## src/rtl/median_stream_10.sv

```systemverilog
// Streaming wrapper around a sequential odd-even transposition sort: gathers an
// N-word frame over valid/ready, sorts it in N passes, then streams it out ascending.
module median_stream_10 #(
    parameter int N = 10,
    parameter int W = 32
) (
    input  logic                    clk,
    input  logic                    rst,
    input  logic                    in_valid,
    output logic                    in_ready,
    input  logic [W-1:0]            in_data,
    output logic                    out_valid,
    input  logic                    out_ready,
    output logic [W-1:0]            out_data,
    output logic [$clog2(N)-1:0]    out_idx,
    output logic                    out_median,
    output logic                    out_last
);

    localparam int IW = $clog2(N);
    localparam logic [IW-1:0] LAST_IDX = IW'(N - 1);
    localparam logic [IW-1:0] MED_LO   = IW'(N / 2 - 1);
    localparam logic [IW-1:0] MED_HI   = IW'(N / 2);

    typedef enum logic [1:0] {
        ST_LOAD,
        ST_SORT,
        ST_DRAIN
    } state_t;

    state_t          state_q, state_d;
    logic [IW-1:0]   wr_cnt_q, wr_cnt_d;
    logic [IW-1:0]   pass_cnt_q, pass_cnt_d;
    logic [IW-1:0]   rd_idx_q, rd_idx_d;
    logic [W-1:0]    mem_q [N];
    logic [W-1:0]    mem_d [N];

    // Results of one even pass and one odd pass over the current frame.
    logic [W-1:0]    even_mem [N];
    logic [W-1:0]    odd_mem  [N];

    genvar gi;
    generate
        for (gi = 0; gi < N / 2; gi++) begin : g_even
            logic swap;
            assign swap               = mem_q[2*gi] > mem_q[2*gi+1];
            assign even_mem[2*gi]     = swap ? mem_q[2*gi+1] : mem_q[2*gi];
            assign even_mem[2*gi+1]   = swap ? mem_q[2*gi]   : mem_q[2*gi+1];
        end

        for (gi = 0; gi < N / 2 - 1; gi++) begin : g_odd
            logic swap;
            assign swap               = mem_q[2*gi+1] > mem_q[2*gi+2];
            assign odd_mem[2*gi+1]    = swap ? mem_q[2*gi+2] : mem_q[2*gi+1];
            assign odd_mem[2*gi+2]    = swap ? mem_q[2*gi+1] : mem_q[2*gi+2];
        end
    endgenerate

    // End words have no partner on odd passes.
    assign odd_mem[0]   = mem_q[0];
    assign odd_mem[N-1] = mem_q[N-1];

    always_comb begin
        state_d    = state_q;
        wr_cnt_d   = wr_cnt_q;
        pass_cnt_d = pass_cnt_q;
        rd_idx_d   = rd_idx_q;
        mem_d      = mem_q;

        case (state_q)
            ST_LOAD: begin
                if (in_valid) begin
                    mem_d[wr_cnt_q] = in_data;
                    if (wr_cnt_q == LAST_IDX) begin
                        state_d    = ST_SORT;
                        wr_cnt_d   = '0;
                        pass_cnt_d = '0;
                    end else begin
                        wr_cnt_d = wr_cnt_q + IW'(1);
                    end
                end
            end

            ST_SORT: begin
                mem_d = pass_cnt_q[0] ? odd_mem : even_mem;
                if (pass_cnt_q == LAST_IDX) begin
                    state_d    = ST_DRAIN;
                    pass_cnt_d = '0;
                    rd_idx_d   = '0;
                end else begin
                    pass_cnt_d = pass_cnt_q + IW'(1);
                end
            end

            ST_DRAIN: begin
                if (out_ready) begin
                    if (rd_idx_q == LAST_IDX) begin
                        state_d  = ST_LOAD;
                        rd_idx_d = '0;
                    end else begin
                        rd_idx_d = rd_idx_q + IW'(1);
                    end
                end
            end

            default: begin
                state_d = ST_LOAD;
            end
        endcase
    end

    always_ff @(posedge clk or posedge rst) begin
        if (rst) begin
            state_q    <= ST_LOAD;
            wr_cnt_q   <= '0;
            pass_cnt_q <= '0;
            rd_idx_q   <= '0;
            for (int i = 0; i < N; i++) begin
                mem_q[i] <= '0;
            end
        end else begin
            state_q    <= state_d;
            wr_cnt_q   <= wr_cnt_d;
            pass_cnt_q <= pass_cnt_d;
            rd_idx_q   <= rd_idx_d;
            mem_q      <= mem_d;
        end
    end

    // Output side is decoded purely from registered state and is held at zero
    // whenever no sorted word is being presented.
    logic draining;
    assign draining   = (state_q == ST_DRAIN);
    assign in_ready   = (state_q == ST_LOAD);
    assign out_valid  = draining;
    assign out_data   = draining ? mem_q[rd_idx_q] : '0;
    assign out_idx    = draining ? rd_idx_q : '0;
    assign out_median = draining && ((rd_idx_q == MED_LO) || (rd_idx_q == MED_HI));
    assign out_last   = draining && (rd_idx_q == LAST_IDX);

endmodule

```

## config.mk

```make
export PLATFORM = sky130hd
export DESIGN_NAME = median_stream_10
export DESIGN_NICKNAME = d
export VERILOG_FILES = /design/src/rtl/median_stream_10.sv
export SDC_FILE = /design/constraint.sdc
export NUM_CORES = 2
export LEC_CHECK = 0
export CAP_MARGIN = 20
export CELL_PAD_IN_SITES_DETAIL_PLACEMENT = 0
export CELL_PAD_IN_SITES_GLOBAL_PLACEMENT = 2
export CORE_ASPECT_RATIO = 1.25
export CORE_MARGIN = 5
export CORE_UTILIZATION = 45
export CTS_CLUSTER_DIAMETER = 30
export DETAILED_ROUTE_END_ITERATION = 10
export PLACE_DENSITY = 0.95
export SLEW_MARGIN = 20
export SYNTH_ARGS = -nofsm -noshare
export SYNTH_HDL_FRONTEND = slang
export SYNTH_SLANG_ARGS = --single-unit
```

## constraint.sdc

```tcl
create_clock -name clk -period 22 [get_ports clk]
set_input_delay 3.3 -clock clk [delete_from_list [all_inputs] [get_ports clk]]
set_output_delay 3.3 -clock clk [all_outputs]
set_load 0.1 [all_outputs]
```

==> impl_results.md <==
* Status: finished clean
* WP data required at 18.70 ns
* Hold/Removal Path Class: flop to flop
* First-pass detailed-route iteration total at 7
* Synth area leaders: dfrtp_1, ha_1, mux2i_1
* Synth Flop Type: dfrtp_1
* Clock Tree Root: clkbuf_16
* Hpwl dp at 67.3 mm
* Clock skew at 0.0180 ns
* PortBufs at 75
* RD Place Congestion at 0.926
* Fill count at 5400
* Number of top-level pins at 76
* Cell variety after synth at 65
* Multiplexer area fraction after synthesis at 0.295
* Tmin final at 8.03 ns
* Reg clk slew, reported paths at 0.04 ns
* Post-synth top area cell: dfrtp_1
* All-Layer GR Usage at 0.286
* Endpoints failing setup at 0
* Mean Syn Cell Area at 10.0 µm²
* Synth Warn # at 0
* CTS tree: yes
* Post-CTS Resized at 0
* Post-route antenna net violation count at 0
* Max-cap viol count at 0
* Tcrit/Tclk final at 0.365
* Post-Synth XOR/XNOR Area at 0.000628
* Cts bufs inserted at approximately 100
* Area Growth Syn to Fin at 18.3%
* Post-Synthesis Cell Area at around 28000 µm²
* Via density per instance at 6.42
* Die ar. at 67100 µm²
* WP data arrival at 4.73 ns
* Clock Sinks at 334
* Congestion Overflow GR at 0
* Post-Route WL at 97.9 mm
* Vias post-DR at around 24000
* Synth Register Bits at 334
* Setup TNS Final at 0 ns
* WS Path Type: flop to output pin
* Post-Syn Instances at 2782
* Initial antenna violation count at 0
* H-tree Lvls at 3
* Register area at 8370 µm²
* FMAX at 0.125 GHz
* Routed WL per cell at 26.1 µm
* Setup crit end kind: output pin
* Final Hold Viols at 0
* Largest family of logic cells by synthesized area: multiplexers
* Die Wd at 233 µm
* RSZ-0062 raised after global routing: false
* Global-route wire length before repair at 150 mm
* Async SR Flop Fraction at 1.00
* Die Height at 288 µm
* Post-Synth Adder-Cell Area at 0.132
* Synth Net Count at 3111
* Worst slew pin tran at around 1.2 ns
* Largest net degree at the start of global routing at 153
* Post-synthesis simple-gate area fraction at 0.0629
* Crit path max fanout at 55
* # DRC at 0
* Setup Buffers After CTS at 0
* Worst setup SP type: flop
* Initial Util at 0.452
* Area occupied by multi-input gates at ~18000 µm²
* Core area at around 60000 µm²
* Worst slew margin at 0.188
* EDFF count, synth at 0
* Sequential fraction of the synthesis area at 0.300
* Hold-fix buffers at CTS at 0
* Yosys top cell area share at 0.300
* Synth Area in Compound Gates at 0.144
* Vias in the first global route at 25338
* Clock Latency Late Sink at between 0.6 and 0.7 ns
* Nets@finish at 3161
* Share of post-route cells with drive strength above 1 at 0.197
* Slew Viols, Final at 0
* Max Root-Sink Buffers at 3
* Rows at 102
* Number of diodes at 0
* Initial DRC Count at 1945
==> Yosys cell counts, types with 4 or more instances <==
cell       instances
mux2i_1          352
dfrtp_1          334
inv_1            301
ha_1             293
mux2_2           280
o22ai_1          257
nand2_1          132
a21oi_1          128
clkbuf_1         121
nor2_1            80
mux4_2            64
nand4_1           55
o21ai_0           55
a22oi_1           33
nand3_1           33
o22a_1            32
o32ai_1           31
buf_2             26
buf_1             15
nor2b_1           11
nor3_1            11
nor4_1            11
mux2_1            10
o211ai_1          10
a21o_1             8
a2111oi_0          6
a221o_1            6
a211oi_1           5
a21boi_0           5
and4_1             5
or4_1              5
and3_1             4
nand2b_1           4
==> layout make-up <==
class | count | area share
Timing Repair Buffer | 113 | 0.0324
Multi-Input combinational cell | 1977 | 0.538
Inverter | 303 | 0.0349
Clock buffer | 147 | 0.0927
Clock inverter | 44 | 0.0166
Tap cell | 832 | 0.0316
Sequential cell | 334 | 0.254
==> kinds of logic after synthesis <==
logic type,Yosys count
DFF,334
muxes,706
and+or+nand+nor,366
xor gates and xnor gates,2
adders and majority gates,293
buffers and inverters,471
AOI/OAI and AO/OA,610
==> critical path: stages, from the launching register on <==
cell and delay (ns):
dfrtp_4 0.97, buf_4 0.85, mux4_2 0.59, mux2i_1 0.23
o22a_1 0.29, nor2_1 0.07, clkdlybuf4s50_1 0.99
==> registers in the layout, indices dropped and copies added, names as in the netlist <==
| register | cells |
|---|---|
| state_q | 2 |
| mem_q | 320 |
| rd_idx_q | 4 |
| wr_cnt_q | 4 |
| pass_cnt_q | 4 |
==> metrics by stage <==
step / area [µm²] / setup WS [ns] / std cells / hold slack (ns) / util
2_1_floorplan: 27900 / 9.45 / 2782 / 0.464 / -
3_3_place_gp: 29400 / 14.65 / 3558 / 0.483 / 0.476
3_5_place_dp: 29400 / 14.60 / 3558 / 0.509 / 0.476
4_1_cts: 33000 / 13.95 / 3749 / 0.518 / 0.535
5_1_grt: 33000 / 13.78 / 3750 / 0.555 / 0.535
6_report: 33000 / 13.97 / 3750 / 0.517 / 0.535
==> cells in the final DEF (no fill, tap or decap), drive strengths merged, types with 12 or more instances in the layout <==
master	instances
mux2i	352
dfrtp	334
inv	303
ha	293
mux2	290
o22ai	257
clkbuf	147
nand2	132
a21oi	128
nor2	80
clkdlybuf4s50	75
mux4	64
o21ai	56
nand4	55
buf	38
a22oi	33
nand3	33
o22a	32
o32ai	31
clkinv	29
bufinv	12
nor4	12
==> worst paths after layout <==
path	from	to	slack, ns	cells past startpoint
setup reg to reg	mem_q[207]	mem_q[250]	17.01	10
hold / removal	pass_cnt_q[2]	pass_cnt_q[2]	0.52	1
setup / recovery	rd_idx_q[0]	out_data[0]	13.97	6
min in group asynchronous	rst	mem_q[12]	3.22	2
max in group asynchronous	rst	pass_cnt_q[0]	17.11	3
hold reg to reg	pass_cnt_q[2]	pass_cnt_q[2]	0.52	1
==> layer usage <==
| layer | track usage | vias up | part of all wire |
|---|---|---|---|
| li1 | - | 10618 | - |
| met1 | 0.328 | 12141 | 0.38 |
| met2 | 0.494 | 950 | 0.50 |
| met3 | 0.0451 | 357 | 0.051 |
| met4 | 0.187 | 0 | 0.073 |
| met5 | 0 | - | 0 |
Power is left out: the tool's default activity adds up to more than one toggle a clock period on the data nets, which glitch-free logic cannot reach.
